### config.mk
export PLATFORM = sky130hd
export DESIGN_NAME = sm_alu_seq
export DESIGN_NICKNAME = d
export VERILOG_FILES = /design/src/rtl/sm_alu_seq.sv
export SDC_FILE = /design/constraint.sdc
export NUM_CORES = 1
export LEC_CHECK = 0
export ABC_CLOCK_PERIOD_IN_PS = 2880
export BUFFER_PORTS_ARGS = -buffer_cell sky130_fd_sc_hd__buf_2
export CELL_PAD_IN_SITES_DETAIL_PLACEMENT = 1
export CELL_PAD_IN_SITES_GLOBAL_PLACEMENT = 1
export CORE_ASPECT_RATIO = 0.8
export CORE_UTILIZATION = 41
export DETAILED_ROUTE_END_ITERATION = 10
export PLACE_DENSITY = 0.85
export SLEW_MARGIN = 10
export SYNTH_ARGS = -nofsm -noshare
export SYNTH_HDL_FRONTEND = slang
export SYNTH_SLANG_ARGS = --single-unit
### constraint.sdc
create_clock -name clk -period 2.88 [get_ports clk]
set_input_delay 0.144 -clock clk [delete_from_list [all_inputs] [get_ports clk]]
set_output_delay 0.144 -clock clk [all_outputs]
set_load 0.01 [all_outputs]
### src/rtl/sm_alu_seq.sv
// Sign-magnitude ALU: add/sub/neg in one cycle, shift-add multiply in WIDTH cycles.
// Operands are latched on an accepted start; the result is held until the next done.
//
// state | meaning
// IDLE  | waiting for start; result outputs held
// ALU   | single-cycle add/sub/neg on latched operands
// MUL   | one shift-add step per cycle over B, LSB first
module sm_alu_seq #(
    parameter int WIDTH = 4
) (
    input  logic             clk,
    input  logic             rst_n,
    input  logic             start,
    input  logic [1:0]       op,
    input  logic [WIDTH-1:0] a_mag,
    input  logic             a_sign,
    input  logic [WIDTH-1:0] b_mag,
    input  logic             b_sign,
    output logic             busy,
    output logic             done,
    output logic [WIDTH-1:0] c_mag,
    output logic             c_sign,
    output logic             ovf
);
    localparam int CW = $clog2(WIDTH);

    typedef enum logic [1:0] {IDLE, ALU, MUL} state_t;

    state_t             state;
    logic [WIDTH-1:0]   a_r, b_r;
    logic               a_s_r, b_s_r;
    logic [2*WIDTH-1:0] acc;
    logic [CW-1:0]      cnt;

    logic               a_s_in, b_s_in;
    logic [WIDTH:0]     sum;
    logic [WIDTH-1:0]   alu_mag;
    logic               alu_sign, alu_ovf;
    logic [2*WIDTH-1:0] partial, prod_next;
    logic [WIDTH-1:0]   mul_mag;
    logic               mul_sign, mul_ovf;

    // A zero magnitude never carries a negative sign into the datapath.
    assign a_s_in = a_sign & (|a_mag);
    assign b_s_in = b_sign & (|b_mag);

    always_comb begin
        sum      = {1'b0, a_r} + {1'b0, b_r};
        alu_mag  = '0;
        alu_sign = 1'b0;
        alu_ovf  = 1'b0;
        if (a_s_r == b_s_r) begin
            alu_mag  = sum[WIDTH-1:0];
            alu_ovf  = sum[WIDTH];
            alu_sign = a_s_r;
        end else if (a_r >= b_r) begin
            alu_mag  = a_r - b_r;
            alu_sign = a_s_r;
        end else begin
            alu_mag  = b_r - a_r;
            alu_sign = b_s_r;
        end
        if (!alu_ovf && alu_mag == '0) alu_sign = 1'b0;
    end

    always_comb begin
        partial   = b_r[cnt] ? ({{WIDTH{1'b0}}, a_r} << cnt) : '0;
        prod_next = acc + partial;
        mul_mag   = prod_next[WIDTH-1:0];
        mul_ovf   = |prod_next[2*WIDTH-1:WIDTH];
        // A wrapped-to-zero overflowing product still reports its true sign.
        mul_sign  = (a_s_r ^ b_s_r) & (mul_ovf | (|mul_mag));
    end

    always_ff @(posedge clk or negedge rst_n) begin
        if (!rst_n) begin
            state  <= IDLE;
            a_r    <= '0;
            b_r    <= '0;
            a_s_r  <= 1'b0;
            b_s_r  <= 1'b0;
            acc    <= '0;
            cnt    <= '0;
            busy   <= 1'b0;
            done   <= 1'b0;
            c_mag  <= '0;
            c_sign <= 1'b0;
            ovf    <= 1'b0;
        end else begin
            done <= 1'b0;
            case (state)
                IDLE: begin
                    if (start) begin
                        busy  <= 1'b1;
                        a_r   <= a_mag;
                        a_s_r <= a_s_in;
                        b_r   <= b_mag;
                        b_s_r <= b_s_in;
                        acc   <= '0;
                        cnt   <= '0;
                        state <= ALU;
                        case (op)
                            2'b01: b_s_r <= ~b_s_in;
                            2'b10: state <= MUL;
                            2'b11: begin
                                a_s_r <= ~a_s_in;
                                b_r   <= '0;
                                b_s_r <= 1'b0;
                            end
                            default: ;
                        endcase
                    end
                end
                ALU: begin
                    c_mag  <= alu_mag;
                    c_sign <= alu_sign;
                    ovf    <= alu_ovf;
                    done   <= 1'b1;
                    busy   <= 1'b0;
                    state  <= IDLE;
                end
                MUL: begin
                    acc <= prod_next;
                    cnt <= cnt + 1'b1;
                    if (cnt == CW'(WIDTH - 1)) begin
                        c_mag  <= mul_mag;
                        c_sign <= mul_sign;
                        ovf    <= mul_ovf;
                        done   <= 1'b1;
                        busy   <= 1'b0;
                        state  <= IDLE;
                    end
                end
                default: state <= IDLE;
            endcase
        end
    end
endmodule
# After elaboration in Yosys (flattened, before gate mapping)
# Index checks and enable logic that the tools add are counted.
[word_totals] ff_bits=30 input_bits=15 output_inout_bits=8 wordCells=83
[op_classes] addsub=5 magnitude_cmp=2 eq_ne=9 shifts=1 muxes=31 bitwise=7 n_reduce_logical=16
[op_table] operator="$mux 4" count=4
[op_table] operator="$mux 8" count=2
[op_table] operator="$pmux 8 s2" count=1
[op_table] operator="$reduce_or 4->1" count=4
[op_table] operator="$mux 1" count=11
[op_table] operator="$add 8x8->8" count=1
[op_table] operator="$eq 2x2->1 const B" count=4
[op_table] operator="$mux 2" count=4
[op_table] operator="$pmux 1 s2" count=4
[op_table] operator="$pmux 2 s2" count=2
[op_table] operator="$pmux 4 s2" count=1
[op_table] operator="$reduce_and 2->1" count=4
[op_table] operator="$shl 4x2->8" count=1
[op_table] operator="$sub 4x4->4" count=2
[op_table] operator="$add 4x4->5" count=1
[op_table] operator="$eq 2x1->1 const B" count=2
[op_table] operator="$ge 4x4->1" count=1
[op_table] operator="$logic_not 4->1" count=1
[op_table] operator="$ne 2x2->1 const B" count=2
[op_table] operator="$reduce_bool 2->1" count=2
[op_table] operator="$and 1x1->1" count=3
[op_table] operator="$lt 2x3->1 const B" count=1
[op_table] operator="$pmux 1 s3" count=1
[op_table] operator="$reduce_and 3->1" count=1
[op_table] operator="other kinds (10)" count=11

# Depth between registers and ports, before layout
# Gate-level depths: netlist of the first run.
[logic_depth] depth_word=9 depth_mapped=13 ltp_nobuf=12

# Worst setup path before layout of the first run
# Ideal clock, no wire load.
[synth_timing] kind="register -> register" from="register a_r[1]" to="register ovf" setup_time_ns=0.132 t_arrival_ns=2.633 t_required_ns=2.748 path_slack_ns=0.115 stages_incl_launch_ff=12 n_path_buf=0 synth_period_minus_slack_ns=2.765 cell_sequence="dfrtp_1 inv_1 or3_1 a21o_1 fa_1 nand2b_1 a21oi_1 nand2_1 a311oi_1 nand4_1 a21oi_1 a21oi_1"
[synth_between] elab_chain_len=6 word_cells_on_any_way=8 cone_classes="add/sub (2); shift (1); mux (4); reduce/logical (1)"
[synth_lines] item="from (decl)" line_no="30" text="logic [WIDTH-1:0] a_r, b_r;"
[synth_lines] item="from (signal assigned)" line_no="95" text="a_r <= a_mag;"
[synth_lines] item="$shl 4x2->8" line_no="67" text="partial = b_r[cnt] ? ({{WIDTH{1'b0}}, a_r} << cnt) : '0;"
[synth_lines] item="$mux 8" line_no="67"
[synth_lines] item="$add 8x8->8" line_no="68" text="prod_next = acc + partial;"
[synth_lines] item="$reduce_or 4->1" line_no="70" text="mul_ovf = |prod_next[2*WIDTH-1:WIDTH];"
[synth_lines] item="$mux 1" line_no="125" text="if (cnt == CW'(WIDTH - 1)) begin"
[synth_lines] item="$pmux 1 s2 (*)" line_no="91" text="case (state)"
[synth_lines] item="to (signal assigned)" line_no="117" text="ovf <= alu_ovf;"
[synth_lines] item="to (signal assigned)" line_no="128" text="ovf <= mul_ovf;"
[synth_lines] item="to (decl)" line_no="23" text="output logic ovf"
# Every way passes the cells marked *; elsewhere a longest branch is shown, timed or not. The select of a mux whose other input is x is not followed.
# A chain may end at the register's enable or synchronous reset.

# Worst setup path in the final report of the first run
[layout_timing] from="register a_r[1]" to="register c_sign"
[layout_between] elab_chain_len=8 word_cells_on_any_way=22 cone_classes="add/sub (4); order compare (1); shift (1); mux (9); bitwise (2); reduce/logical (5)"
[layout_lines] item="$shl 4x2->8" line_no="67"
[layout_lines] item="$mux 8" line_no="67"
[layout_lines] item="$add 8x8->8" line_no="68"
[layout_lines] item="$reduce_or 4->1, on equally long branches" line_no="70, 72"
[layout_lines] item="$or 1x1->1" line_no="72" text="mul_sign = (a_s_r ^ b_s_r) & (mul_ovf | (|mul_mag));"
[layout_lines] item="$and 1x1->1" line_no="72"
[layout_lines] item="$mux 1" line_no="125"
[layout_lines] item="$pmux 1 s2 (*)" line_no="91"
[layout_lines] item="to (signal assigned)" line_no="116" text="c_sign <= alu_sign;"
[layout_lines] item="to (signal assigned)" line_no="127" text="c_sign <= mul_sign;"
[layout_lines] item="to (decl)" line_no="22" text="output logic c_sign,"
# Marks and branches as above.

==> impl_metrics.ini, run 1 <==
[detailed_routing]
ant_nets = 0
vias = 2020
vias_per_cell = 5.82
wl_per_cell_um = 19.7
dr.first_iter.drc_count = 129
drcViolationCount = 0
dr.pass1.iters = 4
wl_um = 6840

[timing]
worstMarginPinSlew_ns = 0.886
setup_viol = 0
hold_viol = 0
fin_crit_ns = 2.86
max_freq_mhz = 349
rsz0062_at_grt = yes
clock-skew-final_ns = 0.00270
post-route-period-util_pct = 99.4
drv_slew = 0
max_slew_margin_pct = 40.5

[cts]
root_buffer = clkbuf_8
clock-sinks = 30
cts_buffer_depth = 2
cts_made_buffers = 5
cts_tree = done
path_clk_slew_ns = 0.07
clkLatencyLatePin_ns = 0.29
htree_levels = 2

[yosys]
yosysUniqueCellTypes = 46
ys_warn_count = 0
syn-cell-area_sq_um = 2230
syn-num-nets = 283
synth-edff-count = 0
seq_area_frac_synth_pct = 33.6
async_reset_ff_share_pct = 100
ys_seq_elements = 30
synth-main-ff-cell = dfrtp_1
syn_inst = 241
avgSynthCellArea_sq_um = 9.27

[final_layout]
fin_area_sq_um = 2780
antenna_cells = 0
area_growth_syn_to_layout_pct = 24.6
fin_cells = 347
drive_gt1_share_pct = 30.5
layout.nets = 326

[global_routing]
grt_pass1_wl_um = 10600
grt_pass1_vias = 2087
antenna_found_initial = 0
use_met2_pct = 44.3
busiest_layer = met2
grt_use_met1_pct = 30.5
grt_start_max_net_pins = 31
grtUsageMet3_pct = 4.22
grt.overflow.total = 0
grt_util_all_layers_pct = 25.0

[place]
placedCellCount = 332
dp_hpwl_um = 4810
io_buffer_count = 22
post_dp_cell_area_sq_um = 2490
gp_congestion = 0.863

[die]
io_pins = 23
core_region_area_sq_um = 5120
row_count = 23
initial_core_util_pct = 43.6
die_h_um = 68.0
die_x_um = 84.5
die-area_sq_um = 5750

[status]
status = finished clean

[worst_setup_path]
cp_data_required_time_ns = 3.05
start_kind = flop
critical_path_class = reg2reg
cp_max_fo = 4
worstPathArrival_ns = 3.03
endpoint_kind = flop

[pwr]
total_leakage_power_uw = 0.00125
powerDensity_nw_per_um2 = 1220
ir_drop_mv = 0.440

[run]
maxCapViolations = 0

[hold_path]
worstHoldPathType = in2reg
## through the flow
stage               setup TNS, ns  hold WS [ns]  worst slack [ns]  total power (uW)  utilization, %
global placement          -0.0196         0.216           -0.0115              2650            48.6
global route               -0.156        0.0922            -0.103              3670            54.3
CTS                             0        0.0850           0.00159              3140            51.1
detailed placement         -0.370         0.227            -0.188              2740            48.6
finish                          0        0.0865            0.0163              3400            54.3
floorplan                       0        -0.152             0.115              2070               -
## final timing paths
path | startpoint | to | slack [ns] | cells past startpoint
max | a_r[1]$_DFFE_PN0P_ | c_sign$_DFFE_PN0P_ | 0.02 | 11
max in group asynchronous | rst_n | a_r[0]$_DFFE_PN0P_ | 1.97 | 2
min reg2reg | acc[5]$_DFFE_PN0P_ | acc[5]$_DFFE_PN0P_ | 0.50 | 2
min in group asynchronous | rst_n | acc[1]$_DFFE_PN0P_ | 0.42 | 2
max reg2reg | a_r[1]$_DFFE_PN0P_ | c_sign$_DFFE_PN0P_ | 0.02 | 11
min | b_mag[2] | b_r[2]$_DFFE_PN0P_ | 0.09 | 2
## power breakdown
part / switching (uW) / internal, uW
sequential: 164 / 584
combinational: 1330 / 959
clock: 175 / 193
total: 1670 / 1740
## flip-flops by register name (all words and copies together), names as in the netlist
name,flops
acc,8
a_r,4
b_r,4
c_mag,4
cnt,2
state,2
a_s_r,1
b_s_r,1
busy,1
c_sign,1
done,1
ovf,1
## cells by family (layout without fill, tap and decap cells)
family,Yosys count,in the layout,share of synthesized area (%)
multiplexers,11,11,6.33
adder cells (fa/ha/maj),27,27,16.5
XOR/XNOR,10,10,4.26
buffers and inverters,22,66,3.75
AO/OA/AOI/OAI,69,69,20.6
flip-flops,30,30,33.6
AND/OR/NAND/NOR,72,72,15.0
## worst max-delay path, cell delays in order (launching register included)
cell and delay (ns):
dfrtp_2 0.42, inv_2 0.05, or3_1 0.37, a21o_1 0.21
inv_2 0.08, ha_4 0.20, a211oi_4 0.32, nor2_2 0.11
xor2_2 0.21, or4b_4 0.52, o21ai_2 0.15, nand4_1 0.09
## cell type report
| type | count | area (sq um) |
|---|---|---|
| multi-input cells | 189 | 1540 |
| flip-flops and latches | 30 | 756 |
| repair buffers | 41 | 255 |
| clock inverters | 1 | 5.00 |
| inverters | 17 | 63.8 |
| clock buffers | 7 | 86.3 |
| well taps | 62 | 77.6 |
| fillers | 585 | 2340 |
## what timing repair did
| item | CTS | global route |
|---|---|---|
| pin swaps | 4 | 12 |
| resized for setup | 7 | 25 |
| hold buffers | 1 | 0 |
| hold endpoints to repair | 30 | 0 |
| setup endpoints to repair | 2 | 2 |
| setup buffers | 0 | 6 |
## synthesized netlist by cell type, types with 2 or more instances
cell	n	area, sq um
xor2_1	4	35.0
a31oi_1	2	12.5
a22o_1	9	78.8
mux2_2	5	56.3
a21oi_1	18	90.1
nor2b_1	4	25.0
nand4_1	3	18.8
o32ai_1	2	17.5
xnor2_1	5	43.8
mux2i_1	4	40.0
inv_1	17	63.8
o21ai_0	13	65.1
a211oi_2	2	25.0
clkbuf_1	3	11.3
a21o_1	2	15.0
fa_1	4	80.1
nand3_1	3	15.0
ha_1	23	288
nand2b_1	5	31.3
o41ai_1	2	17.5
nand2_1	24	90.1
o22ai_1	2	12.5
dfrtp_1	30	751
and2_1	3	18.8
o21ai_1	7	35.0
nor2_1	24	90.1
mux4_2	2	45.0
## per-layer routing
metal,vias to the layer above,wire length [um]
met5,-,0
met4,0,201
met3,18,239
met2,59,3430
met1,1000,2980
li1,943,-
## layout by cell type, fill, tap and decap left out, types with 5 or more instances in the layout
| master | Yosys | layout |
|---|---|---|
| dfrtp_1 | 30 | 26 |
| nand2_1 | 24 | 24 |
| buf_2 | 1 | 22 |
| nor2_1 | 24 | 20 |
| ha_1 | 23 | 18 |
| buf_4 | 0 | 18 |
| a21oi_1 | 18 | 16 |
| inv_1 | 17 | 14 |
| o21ai_0 | 13 | 12 |
| a22o_1 | 9 | 9 |
| o21ai_1 | 7 | 7 |
| clkbuf_8 | 0 | 6 |
| xnor2_1 | 5 | 5 |
| mux2_2 | 5 | 5 |
No activity file was read; power rests on OpenSTA's default activity.
==> inputs of run 2 (changes only) <==
Settings changed: CAP_MARGIN set to 30, CORE_ASPECT_RATIO 0.8 to not set, PLACE_DENSITY 0.85 to not set, PLACE_DENSITY_LB_ADDON set to 0.1.
==> impl_metrics.ini, run 2 (same netlist as run 1, synthesis figures left out) <==
[timing]
drv_slew = 0
post-route-period-util_pct = 99.9
max_freq_mhz = 348
setup_viol = 0
hold_viol = 0
fin_crit_ns = 2.88
final.setup.tns_ns = 0
clock-skew-final_ns = 0.00525
whs_ns = 0.0937
max_slew_margin_pct = 52.6
worstMarginPinSlew_ns = 0.711
rsz0062_at_grt = yes

[final_layout]
antenna_cells = 0
layout.nets = 330
fin_cells = 359
largest_reg_flops = 8
area_growth_syn_to_layout_pct = 25.8
layout_common_cells = 27 x dfrtp_1, 24 x nand2_1, 22 x nor2_1, 22 x buf_2, 22 x buf_4
final_common_cell = dfrtp_1
fin_area_sq_um = 2810
drive_gt1_share_pct = 30.1
largest_register = acc

[place]
dp_hpwl_um = 4800
placedCellCount = 344
post_dp_cell_area_sq_um = 2530
gp_congestion = 0.919
io_buffer_count = 22

[cts]
cts_buffer_depth = 2
htree_levels = 2
path_clk_slew_ns = 0.07
clkLatencyLatePin_ns = 0.28
clock-sinks = 30
root_buffer = clkbuf_8
cts_made_buffers = 5
cts_tree = done

[detailed_routing]
wl_um = 6510
dr.first_iter.drc_count = 55
ant_nets = 0
vias_per_cell = 5.55
vias = 1991
drcViolationCount = 0
dr.pass1.iters = 4
wl_per_cell_um = 18.1

[worst_setup_path]
cp_data_required_time_ns = 3.04
worstPathArrival_ns = 3.03
endpoint_kind = flop
reg2reg_depth = 10
critical_path_class = reg2reg
cp_max_fo = 6
start_kind = flop

[die]
initial_core_util_pct = 43.2
die_x_um = 75.8
die-area_sq_um = 5750
die_h_um = 75.8
core_region_area_sq_um = 5170
io_pins = 23
row_count = 26

[hold_path]
worstHoldPathCells = 2
worstHoldPathType = in2reg

[global_routing]
grt_start_max_net_pins = 31
grt_util_all_layers_pct = 23.3
grt.overflow.total = 0
grt_pass1_vias = 1946
antenna_found_initial = 0
grt_pass1_wl_um = 9600

[pwr]
powerDensity_nw_per_um2 = 1180
total_power_uw = 3330
total_leakage_power_uw = 0.00126
ir_drop_mv = 0.576

[run]
maxCapViolations = 0

[status]
status = finished clean
run 2: final timing paths:
path / from / end / slack (ns)
min in group asynchronous: rst_n / acc[4]$_DFFE_PN0P_ / 0.46
setup reg to reg: cnt[0]$_DFFE_PN0P_ / c_sign$_DFFE_PN0P_ / 0.002
max in group asynchronous: rst_n / cnt[1]$_DFFE_PN0P_ / 1.92
hold reg to reg: acc[5]$_DFFE_PN0P_ / acc[5]$_DFFE_PN0P_ / 0.49
hold / removal: b_mag[2] / b_r[2]$_DFFE_PN0P_ / 0.09
setup / recovery: cnt[0]$_DFFE_PN0P_ / c_sign$_DFFE_PN0P_ / 0.002
run 2: routing by layer:
layer  up-vias  track usage [%]  part of all wire, %
met1       999             32.6                   47
met3        11             3.70                  1.9
met4         0             7.00                  2.1
met2        33             37.1                   49
li1        948                -                    -
met5         -                0                    0
run 2: layout make-up:
cell class,count,area (sq um)
multi-input combinational,189,1520
clock buffer,6,82.6
tap,70,87.6
timing repair buffer,45,285
clock inverter,2,12.5
fill,605,2360
sequential,30,754
inverter,17,63.8
run 2: per-stage QoR:
stage                     utilization [%]  worst slack (ns)
after floorplan                         -             0.115
after global placement               48.9           -0.0996
after detailed placement             48.9            -0.161
after CTS                            51.2            0.0220
after global routing                 54.3            -0.148
final                                54.3           0.00230
run 2: power by group:
part	internal, uW	switching, uW
Combinational	953	1250
Clock	192	171
Sequential	583	175
run 2: what timing repair did:
item | CTS | global route
pin swaps | 0 | 13
gates cloned | 0 | 0
endpoints found under the hold margin | 30 | 0
setup buffers | 0 | 6
endpoints found under the setup margin | 2 | 2
hold buffers | 1 | 0
gates resized for setup | 3 | 24
run 2: worst max-delay path, stage by stage (launching register included):
cell and delay, ns:
dfrtp_2 0.44, mux4_2 0.56, o211a_1 0.17, ha_4 0.19, a211oi_4 0.30, o31ai_4 0.09, o31ai_2 0.28, xor2_1 0.24
nand4_1 0.21, o21ai_1 0.19, nand4_1 0.09
